**src/rtl/grf_writeback.sv**
```systemverilog
// 32 x 32-bit general register file with $0 hardwired to zero, optional write bypass and a write counter.
// Define GRF_TRACE_EN to print a golden-trace line on every effective write (simulation only).
module grf_writeback #(
    parameter int          BYPASS = 1,
    parameter int unsigned CNT_W  = 16
) (
    input  logic             clk,
    input  logic             reset_n,
    input  logic             we,
    input  logic [4:0]       wa,
    input  logic [31:0]      wd,
    input  logic [31:0]      pc,
    input  logic [4:0]       ra1,
    input  logic [4:0]       ra2,
    output logic [31:0]      rd1,
    output logic [31:0]      rd2,
    output logic [CNT_W-1:0] wcnt
);

    logic [31:0] regs [0:31];
    logic        wr_eff;
    logic        byp1;
    logic        byp2;

    always_comb begin
        wr_eff = we && (wa != 5'd0);
    end

    always_ff @(posedge clk or negedge reset_n) begin
        if (!reset_n) begin
            for (int unsigned i = 0; i < 32; i++) begin
                regs[i] <= '0;
            end
            wcnt <= '0;
        end else if (wr_eff) begin
            regs[wa] <= wd;
            wcnt     <= wcnt + CNT_W'(1);
        end
    end

    // Forwarding is suppressed while reset is held so every read returns zero.
    always_comb begin
        byp1 = (BYPASS != 0) && reset_n && wr_eff && (wa == ra1);
        byp2 = (BYPASS != 0) && reset_n && wr_eff && (wa == ra2);
        rd1  = '0;
        rd2  = '0;
        if (ra1 != 5'd0) begin
            rd1 = byp1 ? wd : regs[ra1];
        end
        if (ra2 != 5'd0) begin
            rd2 = byp2 ? wd : regs[ra2];
        end
    end

`ifdef GRF_TRACE_EN
    always_ff @(posedge clk) begin
        if (reset_n && wr_eff) begin
            $display("@%h: $%02d <= %h", pc, wa, wd);
        end
    end
`else
    logic unused_pc;
    assign unused_pc = ^pc;
`endif

endmodule

```
**config.mk**
```make
export PLATFORM = sky130hd
export DESIGN_NAME = grf_writeback
export DESIGN_NICKNAME = d
export VERILOG_FILES = /design/src/rtl/grf_writeback.sv
export SDC_FILE = /design/constraint.sdc
export NUM_CORES = 2
export LEC_CHECK = 0
export ABC_AREA = 1
export CAP_MARGIN = 20
export CORE_ASPECT_RATIO = 0.7
export CORE_MARGIN = 2
export CORE_UTILIZATION = 45
export DETAILED_ROUTE_END_ITERATION = 10
export PLACE_DENSITY = 0.62
export REMOVE_ABC_BUFFERS = 1
export SLEW_MARGIN = 40
export SYNTH_ARGS = -nofsm -noshare
export SYNTH_HDL_FRONTEND = slang
export SYNTH_SLANG_ARGS = --single-unit
```
**constraint.sdc**
```tcl
create_clock -name clk -period 3.4 [get_ports clk]
set_clock_uncertainty 0.15 [all_clocks]
set_input_delay 0.34 -clock clk [delete_from_list [all_inputs] [get_ports clk]]
set_output_delay 0.34 -clock clk [all_outputs]
set_load 0.02 [all_outputs]
```
### After elaboration in Yosys (flattened, before gate mapping)

Cells that the tools add are included.
W data, S select, Z words.

| operators by class | value |
|---|---|
| bitwise logic cells | 3 |
| muxes and demuxes | 13 |
| reduce and logical (&&, ||, !) cells | 8 |
| $add $sub $neg | 1 |
| equality and inequality tests | 2 |
| magnitude comparators | 4 |

Operators with widths:

| cell | number |
|---|---|
| $bwmux W1024 | 1 |
| $bmux W32 S5 | 2 |
| $mux W32 | 9 |
| $demux W32 S5 | 1 |
| $ge A6 B6 Y1 const B | 3 |
| $not A5 Y6 | 3 |
| $add A16 B1 Y16 const B | 1 |
| $reduce_bool A5 Y1 | 3 |
| $eq A5 B5 Y1 | 2 |
| $lt A6 B1 Y1 const B | 1 |
| $logic_and A1 B1 Y1 | 5 |

| word-level totals | value |
|---|---|
| bits of input ports | 82 |
| register bits after elaboration | 1040 |
| output and inout bits | 80 |

### Logic depth before layout (Yosys ltp)

| logic depth | value |
|---|---|
| depth in word-level cells | 6 |
| gate-level depth with buffers | 14 |
| gate-level depth less buffers | 10 |

### Worst setup path after synthesis

No wires, ideal clock.

| timing path | value |
|---|---|
| path kind | input to output |
| start | input port ra2[0] |
| end | output port rd2[30] |
| arrival time | 1764 ps |
| data required time | 2910 ps |
| cell stages on the path | 12 |
| slack | 1146 ps |
| path buffers | 4 |
| path through | buf_2 -> inv_2 -> buf_4 -> buf_2 -> buf_4 -> nand2_1 -> nand3_1 -> nand3_1 -> nand3_1 -> nand3_1 -> nand3_1 -> a21oi_1 |

| between the ends | value |
|---|---|
| longest elaborated chain between the ends | 6 |
| elaborated cells between the ends (all ways) | 9 |
| those cells by class | eq/ne (1); mux (5); bitwise (1); reduce/logical (2) |

Ends and longest elaborated chain:

| what | RTL line | text |
|---|---|---|
| start, declared | 14 | `input logic [4:0] ra2,` |
| $not A5 Y6 (implied by the code) | 51 | `rd2 = byp2 ? wd : regs[ra2];` |
| $bmux W32 S5 | 51 |  |
| $mux W32 (implied by the code) (2 in a row) | 51 |  |
| $mux W32 | 51 |  |
| $mux W32 (*) | 50 | `if (ra2 != 5'd0) begin` |
| end, declared | 16 | `output logic [31:0] rd2,` |

Mark *: on every way between the ends. The rest lies on a longest branch, timed or not. The select of a mux whose other input is x is not followed.

### Worst setup path after layout

| timing path | value |
|---|---|
| start | input port reset_n |
| end | output port rd2[11] |

| between the ends | value |
|---|---|
| longest elaborated chain between the ends | 4 |

Ends and longest elaborated chain:

| what | RTL line | text |
|---|---|---|
| start, declared | 8 | `input logic reset_n,` |
| $logic_and A1 B1 Y1 (2 in a row) | 44 | `byp2 = (BYPASS != 0) && reset_n && wr_eff && (wa == ra2);` |
| $mux W32 | 51 |  |
| $mux W32 | 50 |  |

Every way passes these cells.

==> summary.txt <==
Route
  – Final ANT Viol Nets: 0
  – 1st-iter DRT viols: 8064
  – First-pass DRT Iterations: 6
  – Residual DRC count: 0
  – Via count: 57781
  – Total Routed Length: 224000 um
  – DR vias/cell: 5.89
  – Routed wire per std cell: 22.8 um

STA
  – Final Slew Violations: 0
  – Slew margin rel.: 42.0%
  – Fin Hold WS: 0.144 ns
  – Final hold violations: 0
  – Final worst slack: 0.0942 ns
  – Unrepaired setup endpoints after global routing: no
  – Final setup vio count: 0
  – Post-layout minimum cycle time: 3.31 ns
  – Fmax: 0.302 GHz
  – Worst-margin pin slew: 0.870 ns
  – Final cycle utilization of the critical path: 97.2%

Cells and area
  – Fillers: 12405
  – Most frequent cells in the layout: 1757 x nand2_1, 1726 x o21ai_0, 1040 x dfrtp_1
  – Syn-to-layout area delta: 14.0%
  – Commonest non-fill, non-tap cell in the layout: nand2_1
  – Design area: 66600 um^2
  – Core Util, Final: 51.7%
  – Layout cells sized above 1: 6.76%
  – Final nets: 8074

Critical path
  – CP Capture Type: output pin
  – Worst r2r path cells: 9
  – Worst R2R End: wcnt[14]
  – Critical Path Source Type: input port
  – CP arrival: 2.82 ns
  – Launch point of the worst reg-to-reg path: wcnt[0]
  – Critical-path maximum fanout: 20
  – Setup CP Type: input port to output pin
  – Data required, critical path: 2.91 ns
  – R2R setup slack: 1.38 ns

Place
  – Placed instance area: 62600 um^2
  – Pre-CTS WS: 0.0648 ns
  – Routability cong.: 0.886
  – DP Wirelength: 131000 um
  – Port Buf Inserts: 129

Floorplan
  – Die span in y: 305 um
  – Row count: 110
  – Placeable core region: 129000 um^2
  – Initial Util: 45.4%
  – Total die area: 133000 um^2
  – Die Wd: 435 um
  – IO Count: 162

Power
  – VDD IR max: 395 uV
  – Leakage: 30.8 nW
  – Power per Cell Area: 560 nW/um^2

Synthesis
  – Number of cells produced by synthesis: 8216
  – Mean Syn Cell Area: 7.11 um^2
  – Synth warn: 0
  – Count of different cell masters after synthesis: 32
  – Cell Area, Synth: 58400 um^2
  – Sequential area share after synthesis: 44.5%
  – Register bit total from synthesis: 1040

Clock tree
  – Clock slew at reported path FFs: 0.06 ns
  – Root Driver: clkbuf_16
  – CTS tree: built
  – Clk_lat worst skew: 0.73 ns
  – CTS buffer count: 110
  – Clock Sinks: 1040
  – Number of buffers added for setup after CTS: 0
  – H-tree Lvls: 3
  – Clk buf depth: 3

Global routing
  – Gr ovfl total: 0
  – Initial antenna violation count: 2
  – Largest net degree at the start of global routing: 149
  – Vias in the first global route: 53621
  – GRT Util Overall: 33.2%
  – First-pass GRT wire length: 340000 um

Min path
  – HP Class: input port to asynchronous set/reset pin

Run
  – MaxCap Viol Count: 0

Outcome
  – Outcome: finished, final reports clean
-- power breakdown --
part / leakage, nW / total (mW) / switching, mW / internal (mW)
registers: 13.3 / 16.3 / 1.59 / 14.7
logic: 15.6 / 7.63 / 4.77 / 2.86
clock network: 1.94 / 13.4 / 5.44 / 7.91
-- worst max path at each step --
stage / start / end / slack, ns / depth (start not counted)
6_report: reset_n / rd2[11] / 0.09 / 11
5_1_grt: wa[2] / rd2[6] / 0.01 / 12
4_1_cts: wa[4] / rd1[27] / 0.06 / 11
3_5_place_dp: wa[0] / rd2[6] / 0.06 / 12
3_3_place_gp: wa[2] / rd2[6] / 0.07 / 12
2_1_floorplan: ra2[1] / rd2[0] / -3.43 / 6
-- kinds of logic (layout without fill, tap and decap cells) --
group                    count (synthesis)  after routing  synth area share [%]
AND/OR/NAND/NOR                       2975           2975                  21.1
XOR/XNOR                                22             22                 0.330
other                                    0              1                     0
adder cells (fa/ha/maj)                  1              1                0.0214
AO/OA/AOI/OAI                         2645           2645                  23.5
buffers and inverters                 1533           1398                  10.5
flip-flops                            1040           1040                  44.5
-- worst max-delay path, cell delays in order --
cell and delay (ns):
dlygate4sd3_1 0.57, buf_8 0.18, inv_1 0.08, nor2_2 0.29, nand2_4 0.12, buf_4 0.25, o21ai_0 0.22, inv_1 0.07
nand2_1 0.07, inv_1 0.04, clkdlybuf4s50_1 0.53
-- state kept, by name, summed over array words and instances, names as in the netlist --
name and flops:
regs 1024, wcnt 16
-- per-stage QoR --
| step | setup TNS, ns | power, mW | std cells |
|---|---|---|---|
| 4_1_cts | 0 | 37.3 | 9815 |
| 3_5_place_dp | 0 | 24.0 | 9612 |
| 5_1_grt | 0 | 39.3 | 9817 |
| 3_3_place_gp | 0 | 23.7 | 9610 |
| 6_report | 0 | 37.3 | 9818 |
| 2_1_floorplan | -154.62 | 20.8 | 7475 |
-- routing by layer --
layer	global-route usage [%]	share of wire, %
met1	46.9	42
met2	49.9	43
met3	6.36	10
met4	13.8	4.4
met5	0	0.0058
-- Yosys cell counts --
cell	n	area, um^2
a211oi_1	45	338
a21oi_1	617	3090
buf_1	56	210
buf_2	190	951
buf_4	28	210
buf_6	4	45.0
clkbuf_1	462	1730
clkbuf_2	1	5.00
clkinv_1	3	11.3
dfrtp_1	1040	26000
ha_1	1	12.5
inv_1	779	2920
inv_2	10	37.5
nand2_1	1768	6640
nand2_2	19	119
nand3_1	766	3830
nand3b_1	1	7.51
nand4_1	3	18.8
nand4_2	1	12.5
nor2_1	390	1460
nor2_2	4	25.0
nor2_4	3	33.8
nor3_1	2	10.0
nor3_2	8	80.1
nor3_4	3	48.8
nor4_4	1	21.3
o211ai_1	151	1130
o21ai_0	1726	8640
o21ai_1	106	531
or2_2	6	37.5
xnor2_1	11	96.3
xor2_1	11	96.3
-- area by class of cell --
type | instances | area (um^2) | share of cell area [%]
antenna | 1 | 2.50 | 0.00376
sequential | 1040 | 26000 | 39.1
multi-input combinational | 5643 | 26500 | 39.8
tap | 1736 | 2170 | 3.26
clock inverter | 46 | 714 | 1.07
clock buffer | 156 | 3210 | 4.82
timing repair buffer | 404 | 4980 | 7.49
inverter | 792 | 3010 | 4.52
-- repair_timing --
item / 4_1_cts / 5_1_grt
setup endpoints to repair: 0 / 15
hold buffers: 1 / 0
hold endpoints to repair: 56 / 0
gates resized for setup: 0 / 2
Note: power is estimated with default switching activity, not from simulation.
